`src/rtl/capture_ram_arbiter_if.sv`:
```
// Signal bundle between the capture/arbiter core and its environment.
// The slave side is the core, and the master side is the surrounding logic and the RAM.
interface capture_ram_arbiter_if #(
    parameter int unsigned AW = 12,
    parameter int unsigned DW = 8
);
    logic          start;
    logic          abort;
    logic          sample_valid;
    logic [DW-1:0] sample_data;
    logic          nios_req;
    logic          gui_req;
    logic [AW-1:0] nios_addr;
    logic [AW-1:0] gui_addr;
    logic          nios_gnt;
    logic          gui_gnt;
    logic          nios_rvalid;
    logic          gui_rvalid;
    logic [DW-1:0] nios_rdata;
    logic [DW-1:0] gui_rdata;
    logic [AW-1:0] ram_addr;
    logic [DW-1:0] ram_wdata;
    logic          ram_wren;
    logic [DW-1:0] ram_q;
    logic          busy;
    logic          done;
    logic [AW:0]   sample_count;

    modport master (
        output start, abort, sample_valid, sample_data,
        output nios_req, gui_req, nios_addr, gui_addr, ram_q,
        input  nios_gnt, gui_gnt, nios_rvalid, gui_rvalid, nios_rdata, gui_rdata,
        input  ram_addr, ram_wdata, ram_wren, busy, done, sample_count
    );

    modport slave (
        input  start, abort, sample_valid, sample_data,
        input  nios_req, gui_req, nios_addr, gui_addr, ram_q,
        output nios_gnt, gui_gnt, nios_rvalid, gui_rvalid, nios_rdata, gui_rdata,
        output ram_addr, ram_wdata, ram_wren, busy, done, sample_count
    );
endinterface

```
`src/rtl/capture_ram_arbiter.sv`:
```
// Sample capture into a single-port RAM, with round-robin read arbitration for the Nios and GUI
// readers. The RAM is shared between capture writes and the two readers.
module capture_ram_arbiter #(
    parameter int unsigned AW = 12,
    parameter int unsigned DW = 8
) (
    input logic                   clk,
    input logic                   reset,
    capture_ram_arbiter_if.slave  bus
);
    typedef enum logic [1:0] {StIdle, StCapture, StDone} stateType;

    stateType      state;
    logic [AW:0]   sampleCount;
    logic [AW:0]   countNext;
    logic [AW-1:0] addrQ;
    logic [DW-1:0] wdataQ;
    logic          lastWasGui;
    logic          niosGntD1, guiGntD1;
    logic          niosRvalid, guiRvalid;
    logic [DW-1:0] niosRdata, guiRdata;
    logic          wrEn, arbOpen, niosCan, guiCan, niosGnt, guiGnt;
    logic [AW-1:0] ramAddr;
    logic [DW-1:0] ramWdata;

    assign countNext = sampleCount + {{AW{1'b0}}, 1'b1};
    assign wrEn      = (state == StCapture) && bus.sample_valid && !bus.abort;

    // Grants are combinational so a lone requester is served in the cycle it asks; a port
    // granted last cycle sits out one cycle, and gating with reset keeps grants low in reset.
    assign arbOpen = (state != StCapture) && !reset;
    assign niosCan = bus.nios_req && !niosGntD1 && arbOpen;
    assign guiCan  = bus.gui_req && !guiGntD1 && arbOpen;
    assign niosGnt = niosCan && (!guiCan || lastWasGui);
    assign guiGnt  = guiCan && !niosGnt;

    always_comb begin
        ramAddr = addrQ;
        if (wrEn) begin
            ramAddr = sampleCount[AW-1:0];
        end else if (niosGnt) begin
            ramAddr = bus.nios_addr;
        end else if (guiGnt) begin
            ramAddr = bus.gui_addr;
        end
        ramWdata = wrEn ? bus.sample_data : wdataQ;
    end

    always_ff @(posedge clk or posedge reset) begin
        if (reset) begin
            state       <= StIdle;
            sampleCount <= '0;
            addrQ       <= '0;
            wdataQ      <= '0;
            lastWasGui  <= 1'b1;
            niosGntD1   <= 1'b0;
            guiGntD1    <= 1'b0;
            niosRvalid  <= 1'b0;
            guiRvalid   <= 1'b0;
            niosRdata   <= '0;
            guiRdata    <= '0;
        end else begin
            addrQ      <= ramAddr;
            wdataQ     <= ramWdata;
            niosGntD1  <= niosGnt;
            guiGntD1   <= guiGnt;
            niosRvalid <= niosGntD1;
            guiRvalid  <= guiGntD1;
            // ram_q carries the granted word one cycle after the grant.
            if (niosGntD1) niosRdata <= bus.ram_q;
            if (guiGntD1)  guiRdata  <= bus.ram_q;
            if (niosGnt) begin
                lastWasGui <= 1'b0;
            end else if (guiGnt) begin
                lastWasGui <= 1'b1;
            end
            case (state)
                StIdle, StDone: begin
                    if (bus.start) begin
                        state       <= StCapture;
                        sampleCount <= '0;
                    end
                end
                StCapture: begin
                    if (bus.abort) begin
                        state <= StIdle;
                    end else if (bus.sample_valid) begin
                        sampleCount <= countNext;
                        if (countNext[AW]) state <= StDone;
                    end
                end
                default: state <= StIdle;
            endcase
        end
    end

    assign bus.nios_gnt     = niosGnt;
    assign bus.gui_gnt      = guiGnt;
    assign bus.nios_rvalid  = niosRvalid;
    assign bus.gui_rvalid   = guiRvalid;
    assign bus.nios_rdata   = niosRdata;
    assign bus.gui_rdata    = guiRdata;
    assign bus.ram_addr     = ramAddr;
    assign bus.ram_wdata    = ramWdata;
    assign bus.ram_wren     = wrEn;
    assign bus.busy         = (state == StCapture);
    assign bus.done         = (state == StDone);
    assign bus.sample_count = sampleCount;
endmodule

```
`src/flat_wrapper.sv`:
```
// flat-port wrapper written by rule: the top's interface ports become plain ports
module capture_ram_arbiter_flat 
#(
    parameter int unsigned AW = 12,
    parameter int unsigned DW = 8
)
  (clk, reset, bus_start, bus_abort, bus_sample_valid, bus_sample_data, bus_nios_req, bus_gui_req, bus_nios_addr, bus_gui_addr, bus_ram_q, bus_nios_gnt, bus_gui_gnt, bus_nios_rvalid, bus_gui_rvalid, bus_nios_rdata, bus_gui_rdata, bus_ram_addr, bus_ram_wdata, bus_ram_wren, bus_busy, bus_done, bus_sample_count);
  capture_ram_arbiter_if #(.AW(AW), .DW(DW)) bus_i ();
  input logic clk;
  input logic reset;
  input wire logic [$bits(bus_i.start)-1:0] bus_start;
  input wire logic [$bits(bus_i.abort)-1:0] bus_abort;
  input wire logic [$bits(bus_i.sample_valid)-1:0] bus_sample_valid;
  input wire logic [$bits(bus_i.sample_data)-1:0] bus_sample_data;
  input wire logic [$bits(bus_i.nios_req)-1:0] bus_nios_req;
  input wire logic [$bits(bus_i.gui_req)-1:0] bus_gui_req;
  input wire logic [$bits(bus_i.nios_addr)-1:0] bus_nios_addr;
  input wire logic [$bits(bus_i.gui_addr)-1:0] bus_gui_addr;
  input wire logic [$bits(bus_i.ram_q)-1:0] bus_ram_q;
  output wire logic [$bits(bus_i.nios_gnt)-1:0] bus_nios_gnt;
  output wire logic [$bits(bus_i.gui_gnt)-1:0] bus_gui_gnt;
  output wire logic [$bits(bus_i.nios_rvalid)-1:0] bus_nios_rvalid;
  output wire logic [$bits(bus_i.gui_rvalid)-1:0] bus_gui_rvalid;
  output wire logic [$bits(bus_i.nios_rdata)-1:0] bus_nios_rdata;
  output wire logic [$bits(bus_i.gui_rdata)-1:0] bus_gui_rdata;
  output wire logic [$bits(bus_i.ram_addr)-1:0] bus_ram_addr;
  output wire logic [$bits(bus_i.ram_wdata)-1:0] bus_ram_wdata;
  output wire logic [$bits(bus_i.ram_wren)-1:0] bus_ram_wren;
  output wire logic [$bits(bus_i.busy)-1:0] bus_busy;
  output wire logic [$bits(bus_i.done)-1:0] bus_done;
  output wire logic [$bits(bus_i.sample_count)-1:0] bus_sample_count;
  assign bus_i.start = bus_start;
  assign bus_i.abort = bus_abort;
  assign bus_i.sample_valid = bus_sample_valid;
  assign bus_i.sample_data = bus_sample_data;
  assign bus_i.nios_req = bus_nios_req;
  assign bus_i.gui_req = bus_gui_req;
  assign bus_i.nios_addr = bus_nios_addr;
  assign bus_i.gui_addr = bus_gui_addr;
  assign bus_i.ram_q = bus_ram_q;
  assign bus_nios_gnt = bus_i.nios_gnt;
  assign bus_gui_gnt = bus_i.gui_gnt;
  assign bus_nios_rvalid = bus_i.nios_rvalid;
  assign bus_gui_rvalid = bus_i.gui_rvalid;
  assign bus_nios_rdata = bus_i.nios_rdata;
  assign bus_gui_rdata = bus_i.gui_rdata;
  assign bus_ram_addr = bus_i.ram_addr;
  assign bus_ram_wdata = bus_i.ram_wdata;
  assign bus_ram_wren = bus_i.ram_wren;
  assign bus_busy = bus_i.busy;
  assign bus_done = bus_i.done;
  assign bus_sample_count = bus_i.sample_count;
  capture_ram_arbiter #(.AW(AW), .DW(DW)) u_core (.clk(clk), .reset(reset), .bus(bus_i));
endmodule
```
`config.mk`:
```
export PLATFORM = sky130hd
export DESIGN_NAME = capture_ram_arbiter_flat
export DESIGN_NICKNAME = d
export VERILOG_FILES = /design/src/rtl/capture_ram_arbiter_if.sv /design/src/rtl/capture_ram_arbiter.sv /design/src/flat_wrapper.sv
export SDC_FILE = /design/constraint.sdc
export NUM_CORES = 1
export LEC_CHECK = 0
export ABC_CLOCK_PERIOD_IN_PS = 3740
export CAP_MARGIN = 40
export CORE_MARGIN = 5
export CORE_UTILIZATION = 34
export DETAILED_ROUTE_END_ITERATION = 16
export GPL_TIMING_DRIVEN = 0
export PLACE_DENSITY = 0.66
export SETUP_SLACK_MARGIN = 0.2
export SKIP_LAST_GASP = 1
export SLEW_MARGIN = 40
export SYNTH_ARGS = -nofsm -noshare
export SYNTH_HDL_FRONTEND = slang
export SYNTH_SLANG_ARGS = --single-unit
```
`constraint.sdc`:
```
create_clock -name clk -period 3.74 [get_ports clk]
set_input_delay 0.374 -clock clk [delete_from_list [all_inputs] [get_ports clk]]
set_output_delay 0.374 -clock clk [all_outputs]
set_load 0.05 [all_outputs]
```
==> flow_summary.toml <==
[outcome]
outcome = "complete, no violations"

[layout]
layout_commonest_cell = "clkdlybuf4s50_1"
area_delta_synth_final_pct = 52.9
seqCellArea_um2 = 1400
stdcell_count = 443
multi_input_area_um2 = 1010
fin_nets = 391
fin_util = 0.531
final_cell_mix = "clkdlybuf4s50_1 (86), dfrtp_1 (55), nand2_1 (35)"
layout-drive-gt1-share = 0.116
design_area_um2 = 3810
antenna_cells = 0
final.fill_count = 666

[place]
post-place-ws_ns = -0.298
routabilityCongestion = 0.775
place_inst = 434
io_buffer_count = 102
dp_hpwl_um = 5260
placedInstanceArea_um2 = 3690

[floorplanning]
core.rowCount = 31
die_area_um2 = 9140
die_x_um = 95.6
die_h_um = 95.6
initial_core_util = 0.347
coreArea_um2 = 7180
ios = 103

[setup_path]
critPathMaxFanout = 10
path_cells = "clkdlybuf4s50_1 -> nand4bb_1 -> clkbuf_1 -> inv_1 -> clkbuf_1 -> clkbuf_2 -> nand2_1 -> nand2_1 -> clkdlybuf4s50_1"
cp-start-kind = "input pin"
max_stage_delay_ns = 0.80
crit-reg2reg-launch = "u_core.bus.sample_count[0]$_DFFE_PP0P_"
r2r_cells = 5
cp.required_ns = 3.37
rrSetupSlack_ns = 1.48
r2r-end = "u_core.state[0]$_DFFE_PP0P_"
path_class = "input pin to output pin"
arrival_ns = 3.03
setup.worst_path.end_class = "output pin"
slowest_stage = "clkdlybuf4s50_1"

[detailed_routing]
finalWirelength_um = 7030
postRouteAntennaNets = 0
initialDrtViolationCount = 88
vias = 2157
post_drt_wl_per_cell_um = 15.9
drt-pass1-iter-count = 4
viasPerCell = 4.87
post-route-drc-count = 0

[global_routing]
grt_pass1_vias = 2154
grt.busiest_layer = "met2"
grt-ovfl-total = 0
met1_usage = 0.206
grt_max_degree = 23
grt_antenna_before_repair = 0
grt_pass1_wl_um = 11100
use_met2 = 0.273
met3_usage = 0.0339
grt_usage = 0.159

[worst_hold_path]
hold_depth = 0
holdCritPathClass = "register to register"
min_to = "u_core.bus.gui_rvalid$_DFF_PP0_"
hold_path_startpoint = "u_core.guiGntD1$_DFF_PP0_"

[yosys]
synth_top_flop_cell = "dfrtp_1"
postSynthAreaPerCell_um2 = 10.8
seq_area_frac_synth = 0.563
synthesis.area_um2 = 2490
async_flop_share = 1.00
yosysUniqueCellTypes = 36
ys_seq_elements = 56
yosysWarnings = 0
postSynthNetCount = 279
syn_inst = 231
synth_edf_count = 0

[clock_network]
cts_inserted_buffers = 5
h-tree-depth = 2
path_clk_slew_ns = 0.10
cts_root_buf = "clkbuf_8"
cts_hold_buf = 0
clockBufferDepth = 2
clk_latency_ns = 0.31
cts_tree = "yes"
numClockSinks = 56

[sta]
slew_violations = 0
timing.final.ws_setup_ns = 0.331
max_slew.worst_pin.slew_ns = 0.565
skew_ns = 0.00675
final_hold_viol_count = 0
rsz0062_at_grt = "no"
max_freq_mhz = 293
setup_violations = 0
layout_min_cycle_time_ns = 3.41
relSlewSlack = 0.621
post-route-period-util = 0.911

[power]
power_per_cell_area_nw_per_um2 = 574
p_int_w = 0.00125
sw_frac_of_total = 0.428
p_clk_frac = 0.157
p_seq_frac = 0.367
power_frac_comb = 0.476
power.switching_w = 0.000937
leakagePower_nw = 1.76
ir_drop_uv = 260

[job]
max_cap_violations = 0
-- flip-flops by register name, indices dropped and copies added, names as in the netlist --
name                     flops
u_core.addrQ                12
u_core.bus.sample_count     13
u_core.bus.nios_rdata        8
u_core.state                 2
u_core.bus.gui_rdata         8
u_core.bus.gui_rvalid        1
u_core.bus.nios_rvalid       1
u_core.guiGntD1              1
u_core.niosGntD1             1
u_core.lastWasGui            1
u_core.wdataQ                8
-- cells in the mapped netlist (all sizes together), types with 2 or more instances --
cell	instances	area [µm²]
inv	11	41.3
nor4	2	12.5
o221ai	3	26.3
nor2	14	52.6
a2111oi	2	17.5
a21oi	13	65.1
clkbuf	9	33.8
nor2b	4	25.0
mux2i	10	100
nor3	3	15.0
mux2	16	180
xor2	3	26.3
xnor2	6	52.6
o21ai	4	20.0
and3	3	20.0
nand3	8	40.0
nand2b	2	12.5
o211ai	2	15.0
o22ai	8	50.1
dfrtp	55	1380
nand4	6	50.0
nand2	35	131
-- layout make-up --
type	instances	area share
buffer	10	0.0112
clock buffer	7	0.0227
clock inverter	1	0.00197
inverter	11	0.0118
multi-input combinational	154	0.265
sequential	56	0.368
tap	99	0.0325
timing repair buffer	104	0.285
timing repair inverter	1	0.00131
-- per-stage QoR --
step                      setup TNS [ns]  hold WS, ns  total power (W)
final                                  0        0.386          0.00219
after global routing                   0        0.402          0.00229
after CTS                              0        0.386          0.00222
after detailed placement           -2.39        0.363          0.00189
after global placement            -12.22        0.355          0.00187
after floorplan                        0        0.349          0.00150
-- power groups by stage --
| stage | Sequential (W) | Combinational, W | Clock [W] |
|---|---|---|---|
| final | 0.000803 | 0.00104 | 0.000343 |
| after global routing | 0.000821 | 0.00109 | 0.000383 |
| after CTS | 0.000805 | 0.00106 | 0.000357 |
| after detailed placement | 0.000817 | 0.00107 | 0 |
| after global placement | 0.000811 | 0.00106 | 0 |
| after floorplan | 0.00105 | 0.000450 | 0 |
-- layer usage --
metal / wire [µm] / part of all wire
met1: 2950 / 0.42
met4: 70 / 0.010
met2: 3620 / 0.52
met5: 0 / 0
met3: 383 / 0.054
-- what timing repair did --
item	4_1_cts	5_1_grt
resized for setup	11	10
endpoints found under the setup margin	15	12
cloned	1	0
buffers inserted	0	0
-- worst max-delay path by stage --
stage / cells past startpoint / to / slack, ns / start
after floorplan: 5 / bus_ram_addr[10] / 0.43 / reset
after global placement: 7 / bus_ram_addr[6] / -1.06 / reset
after detailed placement: 8 / bus_ram_addr[5] / -0.30 / reset
after CTS: 8 / bus_ram_addr[5] / 0.14 / reset
after global routing: 8 / bus_ram_addr[3] / 0.20 / reset
final: 9 / bus_ram_wdata[7] / 0.33 / bus_sample_valid
-- cell families after synthesis --
kind of cell               share of synthesized area
DFF                                            0.563
and+or+nand+nor                                0.167
buffers and inverters                         0.0321
xor gates and xnor gates                      0.0316
AOI/OAI and AO/OA                             0.0884
muxes                                          0.113
adders and majority gates                    0.00502
-- critical path: cells and delay by family --
family	cells	cell delay, ns
buffers and inverters	6	2.38
AND/OR/NAND/NOR	3	0.27
Note: power is estimated with default switching activity, not from simulation.
